**src/rtl/clcd_frame_scheduler.sv**
```systemverilog
`timescale 1ns/1ps
// Character-LCD frame scheduler: runs the HD44780 init sequence, then streams
// dirty rows (address command + row characters) to a downstream CLCD signal generator.
module clcd_frame_scheduler #(
  parameter int          ROWS     = 2,
  parameter int          COLS     = 16,
  // Four 7-bit DDRAM row bases, row r at [7*r+:7]: rows 0..3 = 0x00, 0x40, 0x14, 0x54.
  parameter logic [27:0] ROW_BASE = {7'h54, 7'h14, 7'h40, 7'h00}
) (
  input  logic                   clk,
  input  logic                   reset_n,
  input  logic [8*COLS*ROWS-1:0] i_text,
  input  logic                   i_enable,
  input  logic                   i_force_refresh,
  input  logic                   i_busy,
  output logic [7:0]             o_data,
  output logic                   o_RS,
  output logic                   o_RW,
  output logic                   o_valid,
  output logic                   o_init_done,
  output logic                   o_frame_done,
  output logic [2:0]             dbg_state
);

  localparam int RW = (ROWS > 1) ? $clog2(ROWS) : 1;
  localparam int CW = (COLS > 1) ? $clog2(COLS) : 1;
  localparam int LW = 8 * COLS;
  localparam logic [RW-1:0] LAST_ROW = RW'(ROWS - 1);
  localparam logic [CW-1:0] LAST_COL = CW'(COLS - 1);

  typedef enum logic [2:0] {S_INIT, S_SCAN, S_ADDR, S_CHAR, S_GAP} state_t;

  state_t          state, state_n, ret_st, ret_st_n;
  logic [2:0]      init_idx;
  logic [RW-1:0]   row, last_row, pick_row;
  logic [CW-1:0]   col;
  logic [ROWS-1:0] dirty, row_dirty;
  logic [LW-1:0]   snap     [ROWS];
  logic [LW-1:0]   text_row [ROWS];
  logic            run, served, pick_found, issuing, xfer;
  logic            start_row, frame_pulse;
  logic [6:0]      cur_base;
  logic [7:0]      cur_char, out_byte;
  int              cand;

  function automatic logic [7:0] init_cmd(input logic [2:0] idx);
    case (idx)
      3'd0:    init_cmd = 8'h33;
      3'd1:    init_cmd = 8'h32;
      3'd2:    init_cmd = 8'h28;
      3'd3:    init_cmd = 8'h0C;
      3'd4:    init_cmd = 8'h01;
      3'd5:    init_cmd = 8'h06;
      default: init_cmd = 8'h00;
    endcase
  endfunction

  // A row needs a refresh when flagged or when its live text no longer matches what was sent.
  always_comb begin
    for (int r = 0; r < ROWS; r++) begin
      text_row[r]  = i_text[LW*(ROWS-1-r) +: LW];
      row_dirty[r] = dirty[r] | (text_row[r] != snap[r]);
    end
  end

  // Round-robin pick: first dirty row at or after last_row + 1, wrapping.
  always_comb begin
    pick_found = 1'b0;
    pick_row   = '0;
    cand       = 0;
    for (int k = 0; k < ROWS; k++) begin
      cand = int'(last_row) + 1 + k;
      if (cand >= ROWS) cand = cand - ROWS;
      for (int r = 0; r < ROWS; r++) begin
        if (!pick_found && r == cand && row_dirty[r]) begin
          pick_found = 1'b1;
          pick_row   = RW'(r);
        end
      end
    end
  end

  // Handshake: a byte moves on a rising edge with o_valid=1 and i_busy=0; o_data/o_RS
  // hold while o_valid=1, and o_valid drops for exactly one cycle (GAP) after each transfer.
  always_comb begin
    cur_base = '0;
    cur_char = '0;
    for (int r = 0; r < ROWS; r++) begin
      if (row == RW'(r)) begin
        cur_base = ROW_BASE[7*r +: 7];
        for (int c = 0; c < COLS; c++) begin
          if (col == CW'(c)) cur_char = snap[r][8*(COLS-1-c) +: 8];
        end
      end
    end
    out_byte = 8'h00;
    case (state)
      S_INIT:  out_byte = init_cmd(init_idx);
      S_ADDR:  out_byte = {1'b1, cur_base};
      S_CHAR:  out_byte = cur_char;
      default: out_byte = 8'h00;
    endcase
    issuing = run && (state == S_INIT || state == S_ADDR || state == S_CHAR);
    o_valid = issuing;
    o_data  = issuing ? out_byte : 8'h00;
    o_RS    = issuing && (state == S_CHAR);
    xfer    = issuing && !i_busy;
  end

  assign o_RW      = 1'b0;
  assign dbg_state = state;

  always_comb begin
    state_n     = state;
    ret_st_n    = ret_st;
    start_row   = 1'b0;
    frame_pulse = 1'b0;
    case (state)
      S_INIT: begin
        if (xfer) begin
          state_n  = S_GAP;
          ret_st_n = (init_idx == 3'd5) ? S_SCAN : S_INIT;
        end
      end
      S_SCAN: begin
        if (pick_found && i_enable) begin
          start_row = 1'b1;
          state_n   = S_ADDR;
        end else if (!pick_found && served) begin
          frame_pulse = 1'b1;
        end
      end
      S_ADDR: begin
        if (xfer) begin
          state_n  = S_GAP;
          ret_st_n = S_CHAR;
        end
      end
      S_CHAR: begin
        if (xfer) begin
          state_n  = S_GAP;
          ret_st_n = (col == LAST_COL) ? S_SCAN : S_CHAR;
        end
      end
      S_GAP:   state_n = ret_st;
      default: state_n = S_INIT;
    endcase
  end

  always_ff @(posedge clk or negedge reset_n) begin
    if (!reset_n) begin
      state  <= S_INIT;
      ret_st <= S_INIT;
    end else begin
      state  <= state_n;
      ret_st <= ret_st_n;
    end
  end

  always_ff @(posedge clk or negedge reset_n) begin
    if (!reset_n) begin
      run          <= 1'b0;
      init_idx     <= 3'd0;
      row          <= '0;
      last_row     <= LAST_ROW;
      col          <= '0;
      dirty        <= '0;
      served       <= 1'b0;
      o_init_done  <= 1'b0;
      o_frame_done <= 1'b0;
      for (int r = 0; r < ROWS; r++) snap[r] <= '0;
    end else begin
      run          <= 1'b1;
      o_frame_done <= frame_pulse;
      if (frame_pulse) served <= 1'b0;
      if (state == S_INIT && xfer) begin
        init_idx <= init_idx + 3'd1;
        if (init_idx == 3'd5) begin
          o_init_done <= 1'b1;
          dirty       <= '1;
        end
      end
      if (start_row) begin
        for (int r = 0; r < ROWS; r++) begin
          if (pick_row == RW'(r)) begin
            snap[r]  <= text_row[r];
            dirty[r] <= 1'b0;
          end
        end
        row      <= pick_row;
        last_row <= pick_row;
      end
      if (state == S_ADDR && xfer) col <= '0;
      if (state == S_CHAR && xfer) begin
        if (col == LAST_COL) served <= 1'b1;
        else                 col    <= col + 1'b1;
      end
      // Placed last so a force on the same edge as a snapshot copy keeps the row dirty.
      if (i_force_refresh) dirty <= '1;
    end
  end

endmodule

```
**config.mk**
```make
export PLATFORM = sky130hd
export DESIGN_NAME = clcd_frame_scheduler
export DESIGN_NICKNAME = d
export VERILOG_FILES = /design/src/rtl/clcd_frame_scheduler.sv
export SDC_FILE = /design/constraint.sdc
export NUM_CORES = 1
export LEC_CHECK = 0
export CAP_MARGIN = 20
export CELL_PAD_IN_SITES_DETAIL_PLACEMENT = 0
export CELL_PAD_IN_SITES_GLOBAL_PLACEMENT = 1
export CORE_ASPECT_RATIO = 0.7
export CORE_MARGIN = 2
export CORE_UTILIZATION = 38
export DETAILED_ROUTE_END_ITERATION = 12
export GPL_TIMING_DRIVEN = 1
export PLACE_DENSITY_LB_ADDON = 0.1
export SLEW_MARGIN = 20
export SYNTH_ARGS = -nofsm -noshare
export SYNTH_HDL_FRONTEND = slang
export SYNTH_SLANG_ARGS = --single-unit
```
**constraint.sdc**
```tcl
create_clock -name clk -period 2.6 [get_ports clk]
set_input_delay 0.26 -clock clk [delete_from_list [all_inputs] [get_ports clk]]
set_output_delay 0.26 -clock clk [all_outputs]
set_load 0.01 [all_outputs]
```
# Word-level counts from Yosys, hierarchy flattened
# Index checks and enable logic that the tools add are counted.
# op_classes
mux	73
n_eq_ne	33
n_lt_le_gt_ge	2
bitwise_logic	3
n_reduce_logical	34
add_sub_neg	6
# ops
operator	n
8-bit two-way mux	35
128-bit != test	2
2-bit by 32-bit == test with 1-bit output, first input constant	2
32-bit logical NOT	2
32-bit two-way mux	2
6-bit one-hot mux with 6 select lines	1
4-bit == test, second input constant	8
32-bit by 3-bit greater-or-equal comparator with 1-bit output, second input constant	1
32-bit by 3-bit subtractor with 32-bit output, second input constant	1
8-bit one-hot mux with 3 select lines	1
1-bit two-way mux	18
3-bit one-hot mux with 3 select lines	2
4-bit by 3-bit == test with 1-bit output, second input constant	4
1-bit logical AND	15
3-bit two-way mux	5
3-bit by 2-bit == test with 1-bit output, second input constant	4
4-bit two-way mux	3
2-bit two-way mux	5
3-bit == test, second input constant	3
4-bit by 2-bit == test with 1-bit output, second input constant	2
2-bit != test, second input constant	4
2-bit AND reduction	4
7-bit two-way mux	1
3-bit by 1-bit == test with 1-bit output, second input constant	2
17 further kinds	24
# totals
elab_cells	164
inputBits	261
regBits	277
output_inout_bits	16

# Depth between registers and ports, before layout
# depth
depth_word	37
mapped_depth	13
depth_no_buf	10

# Worst setup path before layout
# OpenSTA, ideal clock, no wires.
# synth_timing
path_type	register -> output
from	reg col[1]
to	out o_data[5]
n_path_buf	3
stages_incl_launch_ff	13
arrival_time_ns	2.505
slack_ns	-0.165
t_required_ns	2.340
cell_sequence	dfrtp_1 -> inv_1 -> ha_1 -> clkbuf_1 -> buf_1 -> nand3_1 -> clkbuf_1 -> o22ai_1 -> nor2_1 -> a222oi_1 -> o32ai_1 -> a22oi_1 -> o21ai_0
# synth_between
elab_chain_len	37
word_cells_on_any_way	52
cone_classes	eq/ne: 15; mux: 36; reduce/logical: 1
# synth_lines
item	line_no	text
from (decl)	36	logic [CW-1:0] col;
from (signal assigned)	196	else col <= col + 1'b1;
4-bit logical NOT	92	if (col == CW'(c)) cur_char = snap[r][8*(COLS-1-c) +: 8];
8-bit two-way mux (16 in series)	92	
8-bit two-way mux	89	if (row == RW'(r)) begin
8-bit two-way mux (16 in series)	92	
8-bit two-way mux (*)	89	
8-bit one-hot mux with 3 select lines (*)	97	case (state)
8-bit two-way mux (*)	105	o_data = issuing ? out_byte : 8'h00;
to (decl)	16	output logic [7:0] o_data,
# Every way passes the cells marked *; elsewhere a longest branch is shown, timed or not.

# Worst setup path in the final report
# Same ends and word-level chain as after synthesis.

==> results_dict.tcl <==
set metrics [dict create \
    run_status "finished with violations" \
    failed_checks "negative setup slack" \
    reg2reg_to "snap[73]" \
    clkSinkCount 276 \
    die_area_mm2 0.04474 \
    clock_tree_from_tritoncts "done" \
    fp.dieH_um 177.6 \
    yosysWarningCount 0 \
    drt.antenna.violating_nets 0 \
    synth-seq-cells 276 \
    timing.critical_path.to "o_data[5]" \
    gp_congestion 1.022 \
    number_of_global_route_vias_before_repair 17722 \
    count_of_nets_after_finishing 2777 \
    max-slew-margin-rel_pct 47.35 \
    detail_route.drc_violations 0 \
    row_count 63 \
    period_share_pct 147.6 \
    period_minus_slack_ns 3.837 \
    design.portCount 277 \
    antenna_violations_before_repair 5 \
    maximum_number_of_pins_on_one_net_before_global_route_repair 82 \
    cts_root_buf "sky130_fd_sc_hd__clkbuf_16" \
    synth_top_cells_by_count "275 x sky130_fd_sc_hd__dfrtp_1, 138 x sky130_fd_sc_hd__inv_1, 135 x sky130_fd_sc_hd__mux2_1" \
    vdd_ir_drop_max_mv 0.6767 \
    dr.pass1.iters 6 \
    timing_max_transition_violations_final 0 \
    yosys.cell_count.top_type "sky130_fd_sc_hd__dfrtp_1" \
    grt_overflow_total 0 \
    synth_area_mm2 0.01635 \
    totalWireLength_um 84200 \
    syn-instance-count 1574 \
    setup_viol 272 \
    io_buffers 275 \
    final_clock_skew_ns 0.01219 \
    final_hold_viol_count 0 \
    drv.max_cap_violation_count 0 \
    max_clock_freq_ghz 0.2606 \
    synth_top_cell_area_share_pct 42.08 \
    dominantRegCellSynth "sky130_fd_sc_hd__dfrtp_1" \
    worstSetupStartpointType "flop" \
    p_leak_uw 0.01272 \
    timing.critical_path.from "col[1]" \
    r2r_setup_slack_ns -1.07 \
    seq_area_frac_synth_pct 42.24 \
    syn_area_per_cell_um2 10.39 \
    setup_repair_after_global_routing_missed_its_margin "yes" \
    synth.lib_cells_used.distinct 65 \
    worst_hold_slack_ns 0.2338 \
    route.vias.total 17273 \
    synth_largest_area_cell "sky130_fd_sc_hd__dfrtp_1" \
    detailedPlace.worstSlack_ns -1.481 \
    share_of_cells_above_drive_strength_1_pct 43.31 \
    max_slew.worst_pin.slew_ns 0.7870 \
    total_power_uw 33070 \
    power.density_cell_area_mw_per_mm2 1178 \
    finalInstanceArea_mm2 0.02808 \
    worst_path_clk_slew_ns 0.07 \
    floorplan.initialDensity_pct 38.56 \
    grt_most_used_layer "met1" \
    grt_util_met3_pct 16.82 \
    reg2reg_from "snap[132]" \
    synth-edff-count 0 \
    post_drt_wl_per_cell_um 27.31 \
    timing.setup.critical_path_class "reg2out" \
    timing.critical_path.required_ns 2.34 \
    ys_async_sr_fraction_pct 100.0 \
    worstPathArrival_ns 3.58 \
    reg2regPathDepth 13 \
    wire_length_of_the_first_global_routing_pass_um 119900 \
    placedInstanceArea_mm2 0.02452 \
    yosys-top-cells-area "sky130_fd_sc_hd__dfrtp_1 42%, sky130_fd_sc_hd__mux2_1 9.3%, sky130_fd_sc_hd__mux2_2 6.1%" \
    postLayoutSetupSlackWorst_ns -1.237 \
    detail_route.iter0.violations 1555 \
    syn_nets 1844 \
    area_growth_syn_to_layout_pct 71.70 \
    clock_tree.buffer_depth 3 \
    number_of_h_tree_branching_levels 1 \
    global_route_met2_usage_pct 50.40 \
    detail_route.vias_per_cell 5.603 \
    dieWidth_um 252.0 \
    dpl.hpwl_um 66260 \
    setup_tns_ns -242.71 \
    grtUsageMet1_pct 54.17 \
    cts_inserted_buffers 30 \
    endpoint_kind "output port" \
    placeableCoreArea_mm2 0.04241 \
    largest_fanout_on_the_critical_path 5 \
    holdCritPathClass "in2async" \
    insertion_delay_ns 0.59 \
    grt_util_all_layers_pct 37.34 \
]
## sequential cells by signal, indices dropped and copies added, names as in the netlist
register and count:
snap 256, col 4, dbg_state 3, init_idx 3, dirty 2, ret_st 2
last_row 1, o_frame_done 1, o_init_done 1, row 1, run 1, served 1
## final cells by class
type                            instances  area [µm²]
Fill cell                            3425       14330
Multi-Input combinational cell       1085        9866
Timing Repair Buffer                  974        9090
Sequential cell                       276        6910
Clock buffer                           45       918.4
Tap cell                              552       690.7
Inverter                              140       533.0
Clock inverter                          8       65.06
Antenna cell                            3       7.507
## stage by stage
step | util (%) | cells
floorplan | - | 1574
global placement | 57.79 | 2954
detailed placement | 57.82 | 2954
CTS | 65.91 | 3085
global route | 66.22 | 3083
finish | 66.22 | 3083
## worst min path at each step
stage	end	depth (start not counted)	slack, ns	startpoint
6_report	snap[129]	2	0.23	reset_n
3_3_place_gp	snap[129]	1	0.27	reset_n
3_5_place_dp	snap[129]	1	0.27	reset_n
2_1_floorplan	col[0]	0	-0.04	reset_n
5_1_grt	snap[129]	2	0.29	reset_n
4_1_cts	snap[129]	2	0.25	reset_n
## cells by family (layout without fill, tap and decap cells)
logic type	Yosys count	after routing	share of synthesized area (%)
simple gates	313	313	10.24
xor+xnor	154	154	8.247
fa+ha+maj	9	9	0.6886
compound gates	349	349	15.29
buf+inv	213	1167	5.746
mux	258	258	17.50
other cells	2	5	0.04592
flops	276	276	42.24
## critical path, cell delays in order (launching register included)
cell and delay (ns):
sky130_fd_sc_hd__dfrtp_2 0.48, sky130_fd_sc_hd__inv_4 0.11, sky130_fd_sc_hd__ha_4 0.19, sky130_fd_sc_hd__buf_6 0.14
sky130_fd_sc_hd__nand3b_1 0.15, sky130_fd_sc_hd__buf_4 0.20, sky130_fd_sc_hd__nor2_2 0.12, sky130_fd_sc_hd__nor3_1 0.06
sky130_fd_sc_hd__a211o_1 0.28, sky130_fd_sc_hd__a222oi_1 0.46, sky130_fd_sc_hd__buf_4 0.22, sky130_fd_sc_hd__o32ai_2 0.07
sky130_fd_sc_hd__a22oi_1 0.24, sky130_fd_sc_hd__o21ai_2 0.13, sky130_fd_sc_hd__buf_6 0.14
## placed cells by master, fill, tap and decap left out, drive strengths merged, types with 9 or more instances in the layout
cell type,synthesis,final
a22oi,23,23
dfrtp,275,275
clkdlybuf4s50,0,266
o221ai,19,19
o21ai,47,47
buf,36,707
nor4,40,40
a2111oi,10,10
o22ai,78,78
nand2,60,60
nand3,23,23
nor3,16,16
xnor2,75,75
mux2i,34,34
a221oi,23,23
clkbuf,37,45
inv,138,139
a21oi,37,37
a31oi,10,10
nand2b,19,19
xor2,79,79
nor2,46,46
a221o,12,12
nor2b,49,49
ha,9,9
a211oi,14,14
nand4,29,29
mux2,224,224
## power breakdown
group | switching, µW | internal, µW
clock | 1900 | 2510
combinational | 9640 | 10800
sequential | 1760 | 6410
total | 13300 | 19800
## metal layers
metal / share of wire (%) / up-vias
li1: - / 7674
met1: 46 / 8675
met2: 39 / 813
met3: 13 / 103
met4: 1.9 / 8
met5: 0.44 / -
## what timing repair did
| item | CTS | global route |
|---|---|---|
| pin swaps | 69 | 43 |
| hold buffers | 1 | 0 |
| gates cloned | 22 | 0 |
| resized for setup | 381 | 86 |
| buffers inserted | 62 | 21 |
| endpoints found under the setup margin | 272 | 272 |
| hold endpoints to repair | 57 | 0 |
Power figures use the tool's default switching activity.
